==> config.mk <==
export PLATFORM = sky130hd
export DESIGN_NAME = upct_target_compressor
export DESIGN_NICKNAME = d
export VERILOG_FILES = /design/src/rtl/upct_target_compressor.sv
export SDC_FILE = /design/constraint.sdc
export NUM_CORES = 1
export LEC_CHECK = 0
export CAP_MARGIN = 10
export CORE_UTILIZATION = 35
export CTS_CLUSTER_DIAMETER = 60
export DETAILED_ROUTE_END_ITERATION = 7
export DONT_BUFFER_PORTS = 1
export PLACE_DENSITY = 0.5
export SETUP_SLACK_MARGIN = 0.3
export SYNTH_ARGS = -nofsm -noshare
export SYNTH_HDL_FRONTEND = slang
export SYNTH_SLANG_ARGS = --single-unit
==> constraint.sdc <==
create_clock -name CLK -period 6.7 [get_ports CLK]
set_clock_uncertainty 0.2 [all_clocks]
set_input_delay 1.34 -clock CLK [delete_from_list [all_inputs] [get_ports CLK]]
set_output_delay 1.34 -clock CLK [all_outputs]
set_load 0.01 [all_outputs]
==> src/rtl/upct_target_compressor.sv <==
// Compresses 32b BTB branch targets to {UPCT index, lower PC} via the UPCT update0/update1 ports.
// Latency: request accepted in cycle N -> update0 in N+1 -> out_valid in N+2 (U1 bypass when output buffer empty).
// Backpressure: out_ready low fills a 2-slot output stage, then issue stalls, then the input FIFO fills and drops req_ready.
module upct_target_compressor #(
  parameter int UPPER_PC_WIDTH   = 20,
  parameter int LOG_UPCT_ENTRIES = 3,
  parameter int TAG_WIDTH        = 8,
  parameter int REQ_FIFO_DEPTH   = 4
) (
  input  logic                           CLK,
  input  logic                           RST,
  input  logic                           req_valid,
  output logic                           req_ready,
  input  logic [31:0]                    req_target_PC,
  input  logic [TAG_WIDTH-1:0]           req_tag,
  output logic                           update0_valid,
  output logic [31:0]                    update0_start_full_PC,
  input  logic [LOG_UPCT_ENTRIES-1:0]    update1_upct_index,
  output logic                           out_valid,
  input  logic                           out_ready,
  output logic [LOG_UPCT_ENTRIES-1:0]    out_upct_index,
  output logic [32-UPPER_PC_WIDTH-2:0]   out_lower_PC,
  output logic [TAG_WIDTH-1:0]           out_tag
);

  localparam int LOW_W = 32 - UPPER_PC_WIDTH - 1;
  localparam int PTR_W = $clog2(REQ_FIFO_DEPTH);
  localparam int CNT_W = PTR_W + 1;

  // ---------------- input FIFO ----------------
  logic [31:0]          fifo_pc  [REQ_FIFO_DEPTH];
  logic [TAG_WIDTH-1:0] fifo_tag [REQ_FIFO_DEPTH];
  logic [PTR_W-1:0]     wr_ptr;
  logic [PTR_W-1:0]     rd_ptr;
  logic [CNT_W-1:0]     count;
  logic                 push;
  logic                 issue;
  logic [31:0]          head_pc;
  logic [TAG_WIDTH-1:0] head_tag;

  // req_ready comes only from the registered count, so there is no req_valid->req_ready path.
  assign req_ready = (count != CNT_W'(REQ_FIFO_DEPTH));
  assign push      = req_valid & req_ready;
  assign head_pc   = fifo_pc[rd_ptr];
  assign head_tag  = fifo_tag[rd_ptr];

  // FIFO pointers and occupancy; pointers wrap naturally because depth is a power of two.
  always_ff @(posedge CLK) begin
    if (RST) begin
      wr_ptr <= '0;
      rd_ptr <= '0;
      count  <= '0;
    end else begin
      if (push)  wr_ptr <= wr_ptr + PTR_W'(1);
      if (issue) rd_ptr <= rd_ptr + PTR_W'(1);
      count <= count + CNT_W'(push) - CNT_W'(issue);
    end
  end

  // FIFO storage; contents are don't-care while the matching slot is empty.
  always_ff @(posedge CLK) begin
    if (push) begin
      fifo_pc[wr_ptr]  <= req_target_PC;
      fifo_tag[wr_ptr] <= req_tag;
    end
  end

  // ---------------- U1 stage ----------------
  logic                      u1_valid;
  logic [UPPER_PC_WIDTH-1:0] u1_upper;
  logic [LOW_W-1:0]          u1_lower;
  logic [TAG_WIDTH-1:0]      u1_tag;

  // ---------------- output buffer ----------------
  logic [LOG_UPCT_ENTRIES-1:0] ob_idx [2];
  logic [LOW_W-1:0]            ob_low [2];
  logic [TAG_WIDTH-1:0]        ob_tag [2];
  logic                        ob_wr;
  logic                        ob_rd;
  logic [1:0]                  ob_count;
  logic                        ob_empty;
  logic                        ob_push;
  logic                        ob_pop;
  logic                        out_fire;

  // ---------------- U0 issue decision ----------------
  logic [2:0] occ;
  logic [2:0] occ_after;
  logic       credit;
  logic       hazard;

  // Items owned by the output stage (buffer + U1) after this cycle's pop; a new issue needs room for one more.
  assign occ       = 3'(ob_count) + 3'(u1_valid);
  assign occ_after = occ - 3'(out_fire);
  assign credit    = (occ_after < 3'd2);
  // The UPCT allocates at the end of update1, so a same-upper request right behind would allocate twice.
  assign hazard    = u1_valid & (u1_upper == head_pc[31:32-UPPER_PC_WIDTH]);
  assign issue     = (count != '0) & credit & ~hazard;

  assign update0_valid         = issue;
  assign update0_start_full_PC = issue ? head_pc : 32'd0;

  // U1 holds the request whose index the UPCT returns this cycle.
  always_ff @(posedge CLK) begin
    if (RST) begin
      u1_valid <= 1'b0;
      u1_upper <= '0;
      u1_lower <= '0;
      u1_tag   <= '0;
    end else begin
      u1_valid <= issue;
      if (issue) begin
        u1_upper <= head_pc[31:32-UPPER_PC_WIDTH];
        u1_lower <= head_pc[31-UPPER_PC_WIDTH:1];
        u1_tag   <= head_tag;
      end
    end
  end

  // Empty buffer lets U1 drive the outputs directly; otherwise U1 is queued behind older entries.
  assign ob_empty  = (ob_count == 2'd0);
  assign out_valid = ~ob_empty | u1_valid;
  assign out_fire  = out_valid & out_ready;
  assign ob_pop    = ~ob_empty & out_ready;
  assign ob_push   = u1_valid & ~(ob_empty & out_ready);

  // Output buffer pointers/occupancy; credit keeps U1 from ever meeting a full buffer.
  always_ff @(posedge CLK) begin
    if (RST) begin
      ob_wr    <= 1'b0;
      ob_rd    <= 1'b0;
      ob_count <= 2'd0;
    end else begin
      if (ob_push) ob_wr <= ~ob_wr;
      if (ob_pop)  ob_rd <= ~ob_rd;
      ob_count <= ob_count + 2'(ob_push) - 2'(ob_pop);
    end
  end

  // Output buffer storage; update1_upct_index is captured only while U1 is valid.
  always_ff @(posedge CLK) begin
    if (ob_push) begin
      ob_idx[ob_wr] <= update1_upct_index;
      ob_low[ob_wr] <= u1_lower;
      ob_tag[ob_wr] <= u1_tag;
    end
  end

  // Output mux: buffer head first, then U1 bypass, zero when nothing is valid.
  always_comb begin
    out_upct_index = '0;
    out_lower_PC   = '0;
    out_tag        = '0;
    if (!ob_empty) begin
      out_upct_index = ob_idx[ob_rd];
      out_lower_PC   = ob_low[ob_rd];
      out_tag        = ob_tag[ob_rd];
    end else if (u1_valid) begin
      out_upct_index = update1_upct_index;
      out_lower_PC   = u1_lower;
      out_tag        = u1_tag;
    end
  end

endmodule
==> results.yml, run 1 <==
power_and_ir_drop:
  combPwrFrac_pct: 31.0
  p_per_area_mw_per_mm2: 459
  switching_share_pct: 35.5
  power.switching_mw: 1.97
  power_frac_seq_pct: 40.4
  power.internal_mw: 3.58
  power_mw: 5.55
  leakage_nw: 4.00
  p_clk_share_pct: 28.6
  vdd_drop_max_uv: 322
logic_synthesis:
  yosys_warnings: 0
  synth_nets: 785
  synth_edf_count: 204
  synth_flop_cell: "edfxtp_1"
  ys_top_cells_by_area: "edfxtp_1 57%, dfxtp_1 10%, mux4_2 6.5%"
  synth_cell_types: 43
  synth.top_cell.area_share_pct: 57.3
  syn_inst: 727
  seq_area_frac_synth_pct: 67.5
  async_flop_share_pct: 0
  synth_area_mm2: 0.0107
  synth_largest_area_cell: "edfxtp_1"
  synth_seq_cells: 258
  syn_area_per_cell_um2: 14.7
finish:
  antenna_cells: 0
  drive_above_1_share_pct: 15.0
  area_growth_pct: 13.3
  nets: 789
routing:
  ant_nets: 0
  vias: 6144
  drt_iter0_drc: 507
  wirelength_um: 25400
  wl_per_cell_um: 22.2
  remaining_drc_errors: 0
  post_drt_via_cell_ratio: 5.38
  dr.pass1.iters: 5
sta:
  setup_slack_ps: 892
  fin_tns_setup_ps: 0
  post-route-min-period_ps: 5810
  setup_viol: 0
  period_share_pct: 86.7
  rsz0062_at_grt: "false"
  timing.hold.ws_ps: 279
  max_freq_mhz: 172
  tightest_slew_ps: 1140
  slew_headroom_pct: 24.2
  finalHoldViolCount: 0
  slew_viol_final: 0
setup_path:
  regToRegSetupSlack_ps: 1550
  cpMostUsedCell: "buf_4"
  cp_cell_sequence: "buf_4 -> mux4_2 -> nor2b_1 -> a211oi_1 -> o211ai_1 -> a2111o_1 -> buf_4 -> o21ai_0 -> inv_1 -> and2_1"
  cp-start-kind: "register"
  endpoint: "update0_start_full_PC[0]"
  r2r-end: "count[2]"
  crit_path_max_fanout: 30
  cpPeakStageDelay_ps: 730
  worstPathRequired_ps: 5160
  slowest_stage: "dfxtp_2"
  end_kind: "output pin"
  crit_type: "reg -> out"
  r2r_cells: 16
  arrival_ps: 4270
clock_network:
  ctsHoldBuffers: 0
  cts_buffers: 28
  clockBufferDepth: 3
  cts_tree: "built"
  clock_latency_ps: 540
  cts_max_level: 1
  numClockSinks: 258
  cts_root_buf: "clkbuf_16"
  clkSlewWorstSetupHoldPaths_ps: 60
placement:
  place_congestion: 0.887
  dp_slack_ps: 1090
  numPortBuffers: 0
  hpwl_um: 16500
global_route:
  grt_max_degree: 54
  gr-usage-met2_pct: 25.8
  grt_pass1_vias: 6213
  grt_pass1_wl_um: 38200
  grtUsageMet3_pct: 4.42
  grt-busiest-layer: "met2"
  gr-total-overflow: 0
  track_usage_pct: 16.4
  grt_use_met1_pct: 21.6
  antenna_found_initial: 1
worst_hold_path:
  min_path_type: "reg -> reg"
floorplanning:
  rows: 63
  fp.dieW_um: 177
  core-area_mm2: 0.0298
  start_util_pct: 35.9
  io_pins: 104
  dieArea_mm2: 0.0312
  die_h_um: 177
outcome:
  status: "finished, final reports clean"
job:
  drv_cap: 0
metal layers:
| metal | vias up | wire length [um] |
|---|---|---|
| met1 | 3089 | 10900 |
| met3 | 48 | 2100 |
| met2 | 210 | 11600 |
| met5 | - | 0 |
| li1 | 2797 | - |
| met4 | 0 | 805 |
worst max-delay path, delay by kind of cell (launching register included):
kind,cells,cell delay (ps)
simple gates,2,430
mux,1,560
flops,1,730
buf+inv,3,950
compound gates,4,1050
logic make-up after synthesis:
group | share of synthesized area (%)
muxes | 11.6
AOI/OAI and AO/OA | 10.1
xor gates and xnor gates | 1.64
buffers and inverters | 3.85
adders and majority gates | 1.43
and+or+nand+nor | 3.90
DFF | 67.5
placed cells by master, fill, tap and decap left out, types with 5 or more instances in the layout:
cell / count
clkbuf_8: 5
inv_1: 45
o211ai_1: 40
nand3_1: 25
buf_4: 20
mux4_2: 31
nor2b_1: 6
edfxtp_1: 204
nand2_1: 10
a21oi_1: 47
ha_1: 9
a211oi_1: 5
o21ai_0: 28
nor2_1: 18
xnor2_1: 18
mux2i_1: 52
o21ai_1: 39
dfxtp_1: 52
clkbuf_16: 29
power groups by stage:
stage / Clock [mW] / Combinational, mW / Sequential (mW)
after floorplan: 0 / 1.30 / 2.17
after global placement: 0 / 1.71 / 2.26
after detailed placement: 0 / 1.73 / 2.28
after CTS: 1.62 / 1.73 / 2.24
after global routing: 1.69 / 1.88 / 2.27
final: 1.59 / 1.72 / 2.24
what timing repair did:
action,4_1_cts,5_1_grt
hold endpoints to repair,0,0
endpoints found under the setup margin,0,1
buffers inserted,0,5
resized for setup,0,0
flip-flops by register name, summed over array words and instances, names as in the netlist, named ones only:
| register | flops |
|---|---|
| count | 3 |
| fifo_pc | 128 |
| fifo_tag | 32 |
| ob_count | 2 |
| ob_idx | 6 |
| ob_low | 22 |
| ob_rd | 1 |
| ob_tag | 16 |
| ob_wr | 1 |
| rd_ptr | 2 |
| u1_lower | 11 |
| u1_tag | 8 |
| u1_upper | 20 |
| u1_valid | 1 |
| wr_ptr | 2 |
stage by stage:
stage | utilization, % | std cells | instance area [um2]
floorplan | - | 727 | 10700
global placement | 37.2 | 1085 | 11100
detailed placement | 37.2 | 1085 | 11100
CTS | 40.4 | 1137 | 12000
global route | 40.6 | 1143 | 12100
finish | 40.6 | 1143 | 12100
area by class of cell:
class / instances / area [um2]
multi-input combinational: 376 / 3080
tap: 390 / 488
clock inverter: 15 / 168
fill: 2731 / 17700
inverter: 45 / 169
sequential: 258 / 7210
clock buffer: 37 / 806
timing repair buffer: 22 / 185
synthesized netlist by cell type, types with 5 or more instances:
| master | n |
|---|---|
| nor2_1 | 21 |
| mux4_2 | 31 |
| ha_1 | 9 |
| a21oi_1 | 47 |
| o211ai_1 | 40 |
| xnor2_1 | 18 |
| edfxtp_1 | 204 |
| nand2_1 | 10 |
| and3_1 | 5 |
| nand3_1 | 25 |
| clkbuf_1 | 33 |
| nor2b_1 | 6 |
| inv_1 | 45 |
| o21ai_1 | 39 |
| buf_6 | 6 |
| buf_2 | 5 |
| mux2i_1 | 52 |
| dfxtp_1 | 54 |
| o21ai_0 | 28 |
| a211oi_1 | 5 |
worst min path at each step:
stage | slack, ps | endpoint | startpoint | depth (start not counted)
CTS | 280 | ob_tag[0][3] | u1_tag[3] | 0
floorplan | 240 | ob_low[0][0] | u1_lower[0] | 0
detailed placement | 260 | ob_tag[0][3] | u1_tag[3] | 0
global placement | 260 | ob_tag[0][0] | u1_tag[0] | 0
finish | 280 | ob_tag[0][3] | u1_tag[3] | 0
global route | 300 | ob_tag[0][3] | u1_tag[3] | 0
Note: power is estimated with default switching activity, not from simulation.
==> inputs of run 2 (changes only) <==
Settings changed: CORE_ASPECT_RATIO set to 0.75.
==> results.yml, run 2 (same netlist as run 1, synthesis figures left out) <==
routing:
  dr.pass1.iters: 4
  remaining_drc_errors: 0
  drt_iter0_drc: 340
  post_drt_via_cell_ratio: 5.33
  vias: 6076
  wl_per_cell_um: 22.7
  ant_nets: 0
  wirelength_um: 25800
floorplanning:
  core-area_mm2: 0.0295
  fp.dieW_um: 204
  dieArea_mm2: 0.0312
  die_h_um: 153
  io_pins: 104
  start_util_pct: 36.2
  rows: 54
setup_path:
  cpPeakStageDelay_ps: 1030
  end_kind: "output pin"
  slowest_stage: "dfxtp_1"
  crit_type: "reg -> out"
  cp_cell_sequence: "or3_1 -> and2_1 -> ha_1 -> nand2b_1 -> fa_1 -> xnor2_1 -> and3_1 -> buf_4 -> o211ai_1 -> inv_1"
  cp-start-kind: "register"
  worstPathRequired_ps: 5160
  arrival_ps: 4060
  crit_path_max_fanout: 27
sta:
  post-route-min-period_ps: 5600
  max_freq_mhz: 179
  rsz0062_at_grt: "false"
  tightest_slew_ps: 1160
  slew_viol_final: 0
  finalHoldViolCount: 0
  period_share_pct: 83.6
  slew_headroom_pct: 22.8
  fin_tns_setup_ps: 0
  setup_viol: 0
  setup_slack_ps: 1100
finish:
  final_common_cell: "edfxtp_1"
  area_growth_pct: 12.6
  reg_top3: "fifo_pc: 128 flops, fifo_tag: 32 flops, ob_low: 22 flops"
  drive_above_1_share_pct: 14.2
  antenna_cells: 0
  nFillCells: 2656
  layout.cells.non_filler: 1139
  largest_register_ffs: 128
  largest_register: "fifo_pc"
  mostFrequentLayoutCells: "204 x edfxtp_1, 52 x mux2i_1, 52 x dfxtp_1, 47 x a21oi_1, 45 x inv_1"
  fin_util_pct: 40.7
  nets: 783
placement:
  place_congestion: 0.789
  dp_slack_ps: 1570
  numPortBuffers: 0
  hpwl_um: 16300
  dp_cells: 1086
worst_hold_path:
  min_path_type: "reg -> reg"
global_route:
  grt_pass1_vias: 6346
  grt_max_degree: 54
  grtUsageMet3_pct: 4.80
  gr-total-overflow: 0
  gr-usage-met2_pct: 25.3
  grt-busiest-layer: "met2"
  antenna_found_initial: 0
  track_usage_pct: 16.8
  grt_use_met1_pct: 23.9
  grt_pass1_wl_um: 39500
clock_network:
  cts_max_level: 1
  clkSlewWorstSetupHoldPaths_ps: 60
  postCtsSetupRepairBufs: 0
  ctsHoldBuffers: 0
  cts_resized: 0
  numClockSinks: 258
  cts_buffers: 29
  clock_latency_ps: 550
  cts_tree: "built"
  cts_root_buf: "clkbuf_16"
  clockBufferDepth: 3
power_and_ir_drop:
  vdd_drop_max_uv: 224
  leakage_nw: 3.96
  power_mw: 5.56
  p_per_area_mw_per_mm2: 462
job:
  drv_cap: 0
outcome:
  status: "finished, final reports clean"
## run 2: changes by cell type in the layout (fill, tap and decap cells not counted), moves of 2 or more
cell	previous run	this run
buf_4	20	15
clkinvlp_4	2	4
clkbuf_8	5	1
clkinv_2	4	6
inv_6	1	3
## run 2: layer usage
| layer | vias up | share of wire (%) |
|---|---|---|
| met2 | 143 | 44 |
| met5 | - | 0 |
| met3 | 36 | 6.4 |
| met1 | 3108 | 47 |
| met4 | 0 | 1.9 |
| li1 | 2789 | - |
## run 2: worst max-delay path: cells and delay by family, from the launching register on
family                   cells  cell delay [ps]
XOR/XNOR                     1              200
AO/OA/AOI/OAI                1              260
adder cells (fa/ha/maj)      2              650
buffers and inverters        2              480
flip-flops                   1             1030
AND/OR/NAND/NOR              4              900
## run 2: area by class of cell
class	count	area, um2	share of cell area (%)
multi-input combinational	376	3080	25.6
inverter	45	169	1.40
timing repair buffer	15	113	0.936
clock buffer	33	751	6.24
tap	392	490	4.08
sequential	258	7210	59.9
clock inverter	20	218	1.81
## run 2: worst paths after layout
path | slack [ps] | end | cells past startpoint | start
setup reg to reg | 2010 | count[2] | 16 | u1_valid
setup / recovery | 1100 | update0_start_full_PC[29] | 10 | u1_valid
hold reg to reg | 280 | ob_tag[0][6] | 0 | u1_tag[6]
hold / removal | 280 | ob_tag[0][6] | 0 | u1_tag[6]
## run 2: metrics by stage
stage | instance area [um2] | hold slack [ps]
2_1_floorplan | 10700 | 244
3_3_place_gp | 11100 | 258
3_5_place_dp | 11100 | 261
4_1_cts | 12000 | 279
5_1_grt | 12000 | 293
6_report | 12000 | 280
## run 2: power by group
group	switching, mW	internal [mW]
logic	1.12	0.583
clock network	0.639	0.960
registers	0.225	2.03
